$ cat config.mk
export PLATFORM = sky130hd
export DESIGN_NAME = aes_round_ctrl
export DESIGN_NICKNAME = d
export VERILOG_FILES = /design/src/rtl/aes_pkg.sv /design/src/rtl/aes_rcon_gen.sv /design/src/rtl/aes_round_ctrl.sv
export SDC_FILE = /design/constraint.sdc
export NUM_CORES = 1
export LEC_CHECK = 0
export ABC_AREA = 1
export CAP_MARGIN = 20
export CORE_MARGIN = 1
export CORE_UTILIZATION = 30
export CTS_CLUSTER_DIAMETER = 200
export DETAILED_ROUTE_END_ITERATION = 10
export SLEW_MARGIN = 15
export SYNTH_ARGS = -nofsm -noshare
export SYNTH_HDL_FRONTEND = slang
export SYNTH_HIERARCHICAL = 1
export SYNTH_SLANG_ARGS = --single-unit
$ cat constraint.sdc
create_clock -name clk -period 1.8 [get_ports clk]
set_input_delay 0.36 -clock clk [delete_from_list [all_inputs] [get_ports clk]]
set_output_delay 0.36 -clock clk [all_outputs]
set_load 0.02 [all_outputs]
$ cat src/rtl/aes_pkg.sv
// Shared AES types and helpers for the encryption control path and datapath.
// Holds the controller state encoding, round/Rcon constants, the 128-bit
// state container type and the GF(2^8) xtime helper.
package aes_pkg;

  // Controller states; SUB is only reachable when AES_SYNC_SBOX_EN is defined
  typedef enum logic [1:0] {
    IDLE  = 2'd0,
    SUB   = 2'd1,
    ROUND = 2'd2,
    DONE  = 2'd3
  } ctrl_state_t;

  localparam int         NR_128    = 10;
  localparam logic [7:0] RCON_INIT = 8'h01;
  localparam logic [7:0] RCON_POLY = 8'h1B;

  // 16-byte AES state shared with the round datapath
  typedef logic [7:0][3:0][3:0] state_t;

  // Multiply by x in GF(2^8) modulo the AES polynomial
  function automatic logic [7:0] xtime(input logic [7:0] b);
    return {b[6:0], 1'b0} ^ (b[7] ? RCON_POLY : 8'h00);
  endfunction

endpackage

$ cat src/rtl/aes_rcon_gen.sv
// Rcon byte generator for the on-the-fly key schedule.
// load returns the byte to 01 (start of a block); adv steps it by xtime.
// load wins over adv. Shared with the decrypt-side controller.
module aes_rcon_gen
  import aes_pkg::*;
(
  input  logic       clk,
  input  logic       nreset,
  input  logic       load,
  input  logic       adv,
  output logic [7:0] rcon
);

  logic [7:0] rcon_reg;

  // Rcon register: reset/load to 01, otherwise advance by xtime on request
  always_ff @(posedge clk or negedge nreset) begin
    if (!nreset) begin
      rcon_reg <= RCON_INIT;
    end else if (load) begin
      rcon_reg <= RCON_INIT;
    end else if (adv) begin
      rcon_reg <= xtime(rcon_reg);
    end
  end

  assign rcon = rcon_reg;

endmodule

$ cat src/rtl/aes_round_ctrl.sv
// Sequencing FSM for the AES-128 encryption core.
// Accepts one block per in_valid/in_ready handshake, pulses init_ld for the
// initial AddRoundKey, then runs NR round-update cycles (MixColumns bypassed
// in the last one) and holds out_valid until the consumer takes the result.
// Optional build macro AES_SYNC_SBOX_EN: inserts a SUB cycle before every
// round so a registered (block-RAM) S-box can produce its output; round and
// rcon still advance only on ROUND cycles.
module aes_round_ctrl
  import aes_pkg::*;
#(
  parameter int NR    = NR_128,  // only 10 is supported; Rcon is valid up to 10
  parameter int RND_W = 4        // 2**RND_W must exceed NR
) (
  input  logic             clk,
  input  logic             nreset,
  input  logic             in_valid,
  output logic             in_ready,
  output logic             out_valid,
  input  logic             out_ready,
  output logic             init_ld,
  output logic             st_en,
  output logic             mix_en,
  output logic             sbox_en,
  output logic [RND_W-1:0] round,
  output logic [7:0]       rcon,
  output logic             busy
);

`ifdef AES_SYNC_SBOX_EN
  // Every round starts with an S-box lookup cycle
  localparam ctrl_state_t ROUND_ENTRY = SUB;
`else
  localparam ctrl_state_t ROUND_ENTRY = ROUND;
`endif

  ctrl_state_t      state_reg;
  ctrl_state_t      state_next;
  logic [RND_W-1:0] round_reg;
  logic             last_round;
  logic             accept;
  logic             drain;
  logic             round_adv;

  assign last_round = (round_reg == RND_W'(NR));
  // A new block is taken from IDLE, or from DONE in the same cycle the result leaves
  assign accept     = in_valid & in_ready;
  assign drain      = (state_reg == DONE) & out_ready;
  assign round_adv  = (state_reg == ROUND) & ~last_round;

  // State register
  always_ff @(posedge clk or negedge nreset) begin
    if (!nreset) begin
      state_reg <= IDLE;
    end else begin
      state_reg <= state_next;
    end
  end

  // Next-state logic
  always_comb begin
    state_next = state_reg;
    case (state_reg)
      IDLE:    if (in_valid) state_next = ROUND_ENTRY;
      SUB:     state_next = ROUND;
      ROUND:   state_next = last_round ? DONE : ROUND_ENTRY;
      DONE:    if (out_ready) state_next = in_valid ? ROUND_ENTRY : IDLE;
      default: state_next = IDLE;
    endcase
  end

  // Output decode; init_ld is gated by nreset so no strobe escapes during reset
  always_comb begin
    in_ready  = 1'b0;
    out_valid = 1'b0;
    init_ld   = 1'b0;
    st_en     = 1'b0;
    mix_en    = 1'b0;
    sbox_en   = 1'b0;
    busy      = 1'b0;
    case (state_reg)
      IDLE: begin
        in_ready = 1'b1;
        init_ld  = in_valid & nreset;
      end
      SUB: begin
        busy = 1'b1;
`ifdef AES_SYNC_SBOX_EN
        sbox_en = 1'b1;
`endif
      end
      ROUND: begin
        busy   = 1'b1;
        st_en  = 1'b1;
        mix_en = ~last_round;
`ifndef AES_SYNC_SBOX_EN
        // Combinational S-box: lookup strobe follows the state update
        sbox_en = 1'b1;
`endif
      end
      DONE: begin
        out_valid = 1'b1;
        in_ready  = out_ready;
        init_ld   = out_ready & in_valid & nreset;
      end
      default: begin
        in_ready = 1'b0;
      end
    endcase
  end

  // Round counter: 1 on accept, +1 per non-final ROUND cycle, 0 when the result leaves
  always_ff @(posedge clk or negedge nreset) begin
    if (!nreset) begin
      round_reg <= '0;
    end else if (accept) begin
      round_reg <= RND_W'(1);
    end else if (round_adv) begin
      round_reg <= round_reg + RND_W'(1);
    end else if (drain) begin
      round_reg <= '0;
    end
  end

  assign round = round_reg;

  // Rcon restarts at 01 for every new block and whenever the controller goes idle
  aes_rcon_gen u_rcon (
    .clk    (clk),
    .nreset (nreset),
    .load   (accept | drain),
    .adv    (round_adv),
    .rcon   (rcon)
  );

endmodule

; Word-level counts from Yosys, hierarchy flattened
; Cells that the tools add are included.
[word_totals]
ff_bits = 14
in_bits = 4
wordCells = 41
[classes]
n_addsub = 1
eq_ne = 6
n_mux = 17
n_bitwise = 9
reduce_logical = 5
[ops]
columns = op, n
row1 = $mux 8, 2
row2 = $mux 4, 3
row3 = $pmux 2 s4, 1
row4 = $xor 8x8->8, 1
row5 = $and 1x1->1, 6
row6 = $mux 2, 3
row7 = $mux 1, 5
row8 = $mux 5, 1
row9 = $add 4x1->4 const B, 1
row10 = $eq 2x2->1 const B, 2
row11 = $eq 4x4->1 const B, 1
row12 = $ne 2x2->1 const B, 2
row13 = $pmux 1 s2, 2
row14 = $reduce_bool 3->1, 1
row15 = $eq 2x1->1 const B, 1
row16 = $logic_not 2->1, 1
row17 = $reduce_and 2->1, 1
row18 = $reduce_bool 2->1, 1
row19 = $reduce_or 2->1, 1
row20 = $not 1->1, 1
row21 = $or 1x1->1, 1

; Depth between registers and ports, before layout
; Gate-level depths: netlist of the first run.
[logic_depth]
ltp_word = 5
depth_mapped = 9
depth_no_buf = 9

; Cells and area by module
; The synthesis of the first run kept the hierarchy.
[modules_own_cells]
columns = mod, instances, cells_per_inst, area_each_um2, seq_area_each_um2
row1 = aes_round_ctrl, 1, 60, 461.7, 150.1
row2 = aes_rcon_gen, 1, 43, 362.8, 201.4

; Worst setup path after synthesis of the first run
; No wires, ideal clock.
[synth_path]
kind = flip-flop to output port
startpoint = register state_reg[0]
endpoint = output init_ld
arrival_time_ns = 1.357
required_time_ns = 1.440
slack_ns = 0.083
stages_incl_launch_ff = 4
path_cell_list = dfrtp_1 > inv_1 > ha_1 > nor3_1
[synth_via]
elab_chain_len = 2
word_cells_on_any_way = 3
[synth_rtl]
columns = item, line_no
row1 = "start, declared", aes_round_ctrl.sv:36  ; ctrl_state_t state_reg;
row2 = "start signal, assigned", aes_round_ctrl.sv:55  ; state_reg <= state_next;
row3 = $eq 2x2->1 or $logic_not 2->1 (tied branches), aes_round_ctrl.sv:80  ; case (state_reg)
row4 = $pmux 1 s2 (*), aes_round_ctrl.sv:80
row5 = "end, declared", aes_round_ctrl.sv:20  ; output logic init_ld,
; Every way passes the cells marked *; elsewhere a longest branch is shown, timed or not.

; Final worst setup path of the first run
[layout_path]
startpoint = register state_reg[1]
endpoint = output mix_en
[layout_via]
elab_chain_len = 2
[layout_rtl]
columns = item, line_no
row1 = $eq 2x2->1, aes_round_ctrl.sv:80
row2 = $mux 1, aes_round_ctrl.sv:80
row3 = "end, declared", aes_round_ctrl.sv:22  ; output logic mix_en,
; No other way between the ends.

==> results of run 1 <==
## cell usage in the layout (no fill, tap or decap)
master / n
nand2_1: 32
buf_4: 21
dfrtp_1: 13
inv_1: 11
nand3_1: 10
clkdlybuf4s50_1: 9
inv_2: 5
dlymetal6s2s_1: 5
clkbuf_2: 4
o21ai_2: 3
o21ai_0: 3
clkbuf_4: 3
inv_4: 2
a21oi_2: 2
nand3_2: 2
nor2_2: 2
nand4_1: 2
ha_2: 2
ha_4: 2
buf_6: 2
dlygate4sd2_1: 2
nor2_4: 2
nand2_4: 1
nor3_4: 1
nor3_1: 1
o22ai_1: 1
xor2_1: 1
ha_1: 1
clkbuf_8: 1
a21oi_1: 1
nand3b_1: 1
dfstp_2: 1
## worst max path at each step
stage                          to  slack (ns)  cells past startpoint
after floorplan           init_ld        0.08                      3
after global placement    init_ld       -0.33                      4
after detailed placement  init_ld       -0.34                      4
after CTS                  mix_en       -0.06                      5
after global routing      init_ld       -0.03                      5
final                      mix_en        0.03                      6
## power by group
| part | internal (uW) | leakage [uW] | switching [uW] | total, uW |
|---|---|---|---|---|
| Combinational | 759 | 0.000531 | 951 | 1710 |
| Sequential | 486 | 0.000163 | 117 | 604 |
| Clock | 123 | 0.0000210 | 114 | 237 |
## final cells by class
| cell class | instances | area [um2] |
|---|---|---|
| well taps | 30 | 37.54 |
| inverters | 18 | 72.57 |
| multi-input cells | 70 | 449.2 |
| clock buffers | 4 | 36.28 |
| flip-flops and latches | 14 | 351.6 |
| fillers | 258 | 1227 |
| repair buffers | 43 | 370.4 |
## metrics by stage
stage                     setup TNS (ns)  power, uW  utilization, %  worst slack [ns]  hold slack (ns)
after global placement           -0.6041       2248           47.25           -0.3256           0.4819
after floorplan                        0       1568               -           0.08341          0.06441
after detailed placement         -0.7784       2271           47.25           -0.3430           0.4834
after global routing            -0.04818       2764           51.77          -0.02595           0.5120
final                                  0       2550           51.77           0.02974           0.5042
after CTS                        -0.1092       2481           48.33          -0.06418           0.4915
## what timing repair did
item | CTS | global route
hold endpoints to repair | 0 | 0
cloned | 0 | 0
gates resized for setup | 18 | 29
pin swaps | 0 | 1
buffers inserted | 0 | 4
endpoints found under the setup margin | 8 | 18
## per-layer routing
metal  track usage [%]  up-vias  part of all wire, %  routed length (um)
met3             3.333        4                  2.9                  62
met4             7.692        0                  1.2                  25
met1             21.39      394                   45                 960
li1                  -      420                    -                   -
met2             27.03       19                   51                1108
met5                 0        -                    0                   0
## worst max-delay path: cells and delay by family, from the launching register on
| kind | cells | cell delay, ns |
|---|---|---|
| buffers and inverters | 4 | 0.44 |
| flip-flops | 1 | 0.41 |
| adder cells (fa/ha/maj) | 1 | 0.18 |
| AND/OR/NAND/NOR | 1 | 0.09 |
## cell families after synthesis
kind of cell | Yosys count | synth area share [%]
buffers and inverters | 19 | 9.409
DFF | 14 | 42.64
adders and majority gates | 5 | 7.587
AOI/OAI and AO/OA | 10 | 7.588
xor gates and xnor gates | 1 | 1.062
and+or+nand+nor | 54 | 31.72
==> metrics.txt, run 1 <==
# TYPE chip_impl_metric gauge
chip_impl_metric{name="critical_path_required",unit="ns"} 1.44
chip_impl_metric{name="vias",unit=""} 837
chip_impl_metric{name="postSynth.asyncResetShare",unit="%"} 100.0
chip_impl_info{name="run_status",value="complete, no violations"} 1
chip_impl_metric{name="core",unit="mm2"} 0.002545
chip_impl_metric{name="route.detailed.drc",unit=""} 0
chip_impl_metric{name="yosys.cell_types.count",unit=""} 22
chip_impl_metric{name="cts_inserted_buffers",unit=""} 3
chip_impl_metric{name="die_w",unit="um"} 54.43
chip_impl_metric{name="number_of_enable_flip_flop_cells_after_synthesis",unit=""} 0
chip_impl_metric{name="synthesis.yosys.warnings",unit=""} 6
chip_impl_metric{name="grt_overflow_total",unit=""} 0
chip_impl_metric{name="die_area",unit="mm2"} 0.002962
chip_impl_info{name="synth.top_cells.by_count",value="32 x nand2_1, 14 x inv_1, 13 x dfrtp_1"} 1
chip_impl_metric{name="placed_cells",unit=""} 171
chip_impl_info{name="timing.hold.worst.class",value="in -> async"} 1
chip_impl_metric{name="maxClockFrequency",unit="MHz"} 564.9
chip_impl_metric{name="top_level_ports",unit=""} 23
chip_impl_metric{name="dr.pass1.iters",unit=""} 4
chip_impl_metric{name="initial_antenna_violation_count",unit=""} 0
chip_impl_metric{name="routed_wire_length_per_instance",unit="um"} 12.05
chip_impl_metric{name="critical_path_arrival",unit="ns"} 1.41
chip_impl_metric{name="initial_util",unit="%"} 32.40
chip_impl_metric{name="path_clk_slew",unit="ns"} 0.10
chip_impl_metric{name="route.antenna.remaining_nets",unit=""} 0
chip_impl_metric{name="setup.reg_to_reg.worst_slack",unit="ns"} 0.11
chip_impl_info{name="cts_root_buf",value="clkbuf_4"} 1
chip_impl_metric{name="layout_min_cycle_time",unit="ns"} 1.770
chip_impl_metric{name="numClockSinks",unit=""} 14
chip_impl_metric{name="fp.dieH",unit="um"} 54.43
chip_impl_info{name="crit-reg2reg-launch",value="state_reg[0]"} 1
chip_impl_metric{name="routed_wire_length",unit="um"} 2157
chip_impl_metric{name="grt_pass1_vias",unit=""} 761
chip_impl_info{name="library_cell_with_the_largest_summed_area_after_synthesis",value="dfrtp_1"} 1
chip_impl_metric{name="post_cts_hold_buffer_count",unit=""} 0
chip_impl_metric{name="timing_max_transition_violations_final",unit=""} 0
chip_impl_metric{name="max-vdd-ir-drop",unit="mV"} 1.011
chip_impl_info{name="crit_path_frequent_cell",value="buf_4"} 1
chip_impl_info{name="critical_path_class",value="reg -> out"} 1
chip_impl_info{name="rr_endpoint",value="u_rcon/rcon[2]"} 1
chip_impl_metric{name="maxCapViolCount",unit=""} 0
chip_impl_metric{name="post_drt_via_cell_ratio",unit=""} 4.676
chip_impl_metric{name="wire_length_of_the_first_global_routing_pass",unit="um"} 3401
chip_impl_metric{name="finalHoldViolations",unit=""} 0
chip_impl_metric{name="detailed_place_hpwl",unit="um"} 1548
chip_impl_metric{name="antenna-diode-count",unit=""} 0
chip_impl_info{name="synthFlopType",value="dfrtp_1"} 1
chip_impl_info{name="rsz0062_at_grt",value="yes"} 1
chip_impl_info{name="critical-path-slowest-cell",value="dfrtp_1"} 1
chip_impl_metric{name="synthToLayoutAreaGrowth",unit="%"} 59.79
chip_impl_metric{name="worstPathMaxFanout",unit=""} 6
chip_impl_metric{name="first_drt_iteration_drcs",unit=""} 7
chip_impl_metric{name="synthesis.area",unit="um2"} 824.5
chip_impl_metric{name="port_buffers",unit=""} 22
chip_impl_metric{name="grt_start_max_net_pins",unit=""} 15
chip_impl_info{name="tritoncts",value="yes"} 1
chip_impl_metric{name="max-clock-path-buffers",unit=""} 2
chip_impl_metric{name="power.leakage",unit="uW"} 0.0007150
chip_impl_metric{name="final_layout_size_suffix_gt1_share",unit="%"} 37.58
chip_impl_metric{name="post_synth_inst_count",unit=""} 103
chip_impl_info{name="timing.critical_path.to_type",value="primary output"} 1
chip_impl_metric{name="tightest_slew",unit="ns"} 0.2825
chip_impl_metric{name="post_dp_cell_area",unit="mm2"} 0.001202
chip_impl_metric{name="critPathMaxStageDelay",unit="ns"} 0.41
chip_impl_info{name="synthTopCellsByArea",value="dfrtp_1 39%, nand2_1 15%, ha_1 7.6%, inv_1 6.4%, nand3_1 6.1%"} 1
chip_impl_metric{name="insertion_delay",unit="ns"} 0.29
chip_impl_metric{name="syn-num-nets",unit=""} 112
chip_impl_metric{name="fin_crit_sh",unit="%"} 98.35
chip_impl_metric{name="setup_viol_count_final",unit=""} 0
chip_impl_metric{name="share_of_the_synthesized_area_in_the_top_cell_type",unit="%"} 39.45
chip_impl_metric{name="reg2reg_depth",unit=""} 10
chip_impl_info{name="path_cells",value="buf_4, buf_4, ha_4, nand2_4, inv_4, clkbuf_2"} 1
chip_impl_metric{name="num-nets-final",unit=""} 159
chip_impl_metric{name="htreeDepth",unit=""} 1
chip_impl_metric{name="fin_worst_skew",unit="ns"} 0.006709
chip_impl_info{name="setup.worst_path.start",value="state_reg[1]"} 1
chip_impl_metric{name="combined_global_route_utilization_of_all_metal_layers",unit="%"} 16.77
chip_impl_metric{name="instances_no_fill",unit=""} 179
chip_impl_metric{name="relSlewSlack",unit="%"} 81.17
chip_impl_metric{name="largest_reg_flops",unit=""} 8
chip_impl_metric{name="power_density",unit="mW/mm2"} 1935
chip_impl_metric{name="yosysSeqAreaShare",unit="%"} 42.64
chip_impl_info{name="synth.most_common_cell",value="nand2_1"} 1
chip_impl_metric{name="post-route-cell-area",unit="mm2"} 0.001318
chip_impl_metric{name="mean_instance_size_in_the_synthesized_netlist",unit="um2"} 8.005
chip_impl_info{name="critPathLaunchType",value="flop"} 1
chip_impl_metric{name="gp_congestion",unit=""} 0.7610
chip_impl_metric{name="num_rows",unit=""} 18
chip_impl_metric{name="yosys_register_bits",unit=""} 14
Power figures use the tool's default switching activity.
==> run 2: changes to the inputs <==
==> constraint.sdc (replaced) <==
create_clock -name clk -period 1.8 [get_ports clk]
set_input_delay 0.36 -clock clk [delete_from_list [all_inputs] [get_ports clk]]
set_output_delay 0.36 -clock clk [all_outputs]
set_load 0.05 [all_outputs]
==> run 2 against run 1 <==
Against the previous run:
- final cell count down 3.9%
- worst setup slack worse by 0.011 ns
- utilization up 0.69 points
- fmax down 0.62%
- clock skew down 0.0042 ns
- via count down 2.7%
- clock-buffer cell count unchanged
- critical path depth down 2
- register-to-register slack better by 0.07 ns
- sequential cell count unchanged
- design area up 1.3%
==> metrics.txt, run 2 (synthesis gave the netlist of run 1 again) <==
# TYPE chip_impl_metric gauge
chip_impl_info{name="run_status",value="complete, no violations"} 1
chip_impl_metric{name="max-clock-path-buffers",unit=""} 2
chip_impl_metric{name="first_drt_iteration_drcs",unit=""} 17
chip_impl_info{name="critPathLaunchType",value="flop"} 1
chip_impl_metric{name="wire_length_of_the_first_global_routing_pass",unit="um"} 3394
chip_impl_info{name="timing.critical_path.to_type",value="primary output"} 1
chip_impl_info{name="crit-reg2reg-launch",value="state_reg[0]"} 1
chip_impl_metric{name="fin_util",unit="%"} 52.46
chip_impl_metric{name="cts_inserted_buffers",unit=""} 3
chip_impl_metric{name="timing_max_transition_violations_final",unit=""} 0
chip_impl_metric{name="maxClockFrequency",unit="MHz"} 561.4
chip_impl_metric{name="vias",unit=""} 814
chip_impl_metric{name="route.detailed.drc",unit=""} 0
chip_impl_metric{name="setup_viol_count_final",unit=""} 0
chip_impl_metric{name="post_cts_hold_buffer_count",unit=""} 0
chip_impl_metric{name="fin_crit_sh",unit="%"} 98.96
chip_impl_info{name="rr_endpoint",value="u_rcon/rcon[7]"} 1
chip_impl_info{name="tritoncts",value="yes"} 1
chip_impl_metric{name="routed_wire_length",unit="um"} 2064
chip_impl_metric{name="fin_worst_skew",unit="ns"} 0.002544
chip_impl_metric{name="die_area",unit="mm2"} 0.002962
chip_impl_metric{name="finalHoldViolations",unit=""} 0
chip_impl_metric{name="critical_path_required",unit="ns"} 1.44
chip_impl_metric{name="detailed_place_hpwl",unit="um"} 1453
chip_impl_metric{name="routed_wire_length_per_instance",unit="um"} 12.00
chip_impl_metric{name="grt_overflow_total",unit=""} 0
chip_impl_metric{name="antenna-diode-count",unit=""} 0
chip_impl_metric{name="die_w",unit="um"} 54.43
chip_impl_info{name="rsz0062_at_grt",value="yes"} 1
chip_impl_metric{name="numClockSinks",unit=""} 14
chip_impl_metric{name="htreeDepth",unit=""} 1
chip_impl_metric{name="dr.pass1.iters",unit=""} 4
chip_impl_metric{name="worstPathMaxFanout",unit=""} 4
chip_impl_info{name="layout_common_cells",value="31 x nand2_1, 25 x buf_4, 11 x inv_1, 11 x dfrtp_1, 10 x nand3_1"} 1
chip_impl_metric{name="initial_util",unit="%"} 32.40
chip_impl_metric{name="layout_min_cycle_time",unit="ns"} 1.781
chip_impl_metric{name="setup.reg_to_reg.worst_slack",unit="ns"} 0.18
chip_impl_metric{name="synthToLayoutAreaGrowth",unit="%"} 61.91
chip_impl_metric{name="critical_path_arrival",unit="ns"} 1.42
chip_impl_metric{name="path_clk_slew",unit="ns"} 0.09
chip_impl_metric{name="fp.dieH",unit="um"} 54.43
chip_impl_metric{name="combined_global_route_utilization_of_all_metal_layers",unit="%"} 16.47
chip_impl_metric{name="tightest_slew",unit="ns"} 0.2957
chip_impl_info{name="critical_path_class",value="reg -> out"} 1
chip_impl_info{name="layout.cells.most_common",value="nand2_1"} 1
chip_impl_metric{name="reg2reg_depth",unit=""} 8
chip_impl_metric{name="largest_reg_flops",unit=""} 8
chip_impl_metric{name="port_buffers",unit=""} 22
chip_impl_info{name="cts_root_buf",value="clkbuf_4"} 1
chip_impl_metric{name="num-nets-final",unit=""} 152
chip_impl_metric{name="post_drt_via_cell_ratio",unit=""} 4.733
chip_impl_metric{name="maxCapViolCount",unit=""} 0
chip_impl_metric{name="gp_congestion",unit=""} 0.8077
chip_impl_metric{name="insertion_delay",unit="ns"} 0.28
chip_impl_metric{name="route.antenna.remaining_nets",unit=""} 0
chip_impl_metric{name="grt_start_max_net_pins",unit=""} 15
chip_impl_metric{name="relSlewSlack",unit="%"} 80.27
chip_impl_metric{name="initial_antenna_violation_count",unit=""} 0
chip_impl_metric{name="final_layout_size_suffix_gt1_share",unit="%"} 45.07
chip_impl_metric{name="num_rows",unit=""} 18
chip_impl_metric{name="top_level_ports",unit=""} 23
chip_impl_metric{name="core",unit="mm2"} 0.002545
chip_impl_metric{name="grt_pass1_vias",unit=""} 786
chip_impl_info{name="timing.hold.worst.class",value="in -> async"} 1
[run 2: worst max path at each step]
| stage | from | end | slack (ns) | cells after the start |
|---|---|---|---|---|
| finish | state_reg[0] | init_ld | 0.02 | 4 |
| floorplan | round[0] | u_rcon/rcon[7] | 0.02 | 9 |
| CTS | state_reg[0] | init_ld | -0.0002 | 4 |
| detailed placement | nreset | init_ld | -0.004 | 4 |
| global route | state_reg[0] | init_ld | -0.05 | 4 |
| global placement | nreset | init_ld | 0.02 | 4 |
[run 2: layout make-up]
cell class	instances	area, um2
multi-input cells	70	464.2
well taps	30	37.54
inverters	18	75.07
clock buffers	4	26.28
repair buffers	36	377.9
fillers	240	1210
flip-flops and latches	14	354.1
[run 2: per-layer routing]
metal  track usage (%)  up-vias  share of wire, %
met1             19.49      374                46
met2             27.24       30                46
li1                  -      408                 -
met5                 0        -                 0
met3             4.722        2               7.2
met4             7.692        0              0.58
[run 2: what timing repair did]
item	4_1_cts	5_1_grt
resized for setup	6	7
pin swaps	2	1
endpoints found under the setup margin	3	3
buffers inserted	3	5
[run 2: stage by stage]
stage / instance area [um2] / TNS (ns) / std cells / setup slack (ns) / hold slack [ns]
finish: 1335 / 0 / 172 / 0.01876 / 0.5194
global route: 1335 / -0.04526 / 172 / -0.04526 / 0.5149
CTS: 1276 / -0.0001746 / 167 / -0.0001746 / 0.5058
detailed placement: 1212 / -0.004177 / 160 / -0.004177 / 0.4993
global placement: 1212 / 0 / 160 / 0.02474 / 0.4886
floorplan: 864.6 / 0 / 103 / 0.01683 / 0.06441
[run 2: critical path, cell delays in order, from the launching register on]
cell     delay [ns]
dfrtp_2        0.45
inv_2          0.09
ha_4           0.22
nor3_4         0.22
buf_12         0.16
Power of run 2 is left out: the tool's default activity adds up to more than one toggle a clock period on the data nets, which glitch-free logic cannot reach.
==> run 3: changes to the inputs <==
--- a/config.mk
+++ b/config.mk
@@ -11,6 +11,7 @@
 export CORE_UTILIZATION = 30
 export CTS_CLUSTER_DIAMETER = 200
 export DETAILED_ROUTE_END_ITERATION = 10
+export HOLD_SLACK_MARGIN = 0.05
 export SLEW_MARGIN = 15
 export SYNTH_ARGS = -nofsm -noshare
 export SYNTH_HDL_FRONTEND = slang
==> results of run 3 <==
The final DEF is identical to that of run 2; final timing and power are the same.
Power of run 3 is left out for the same reason.
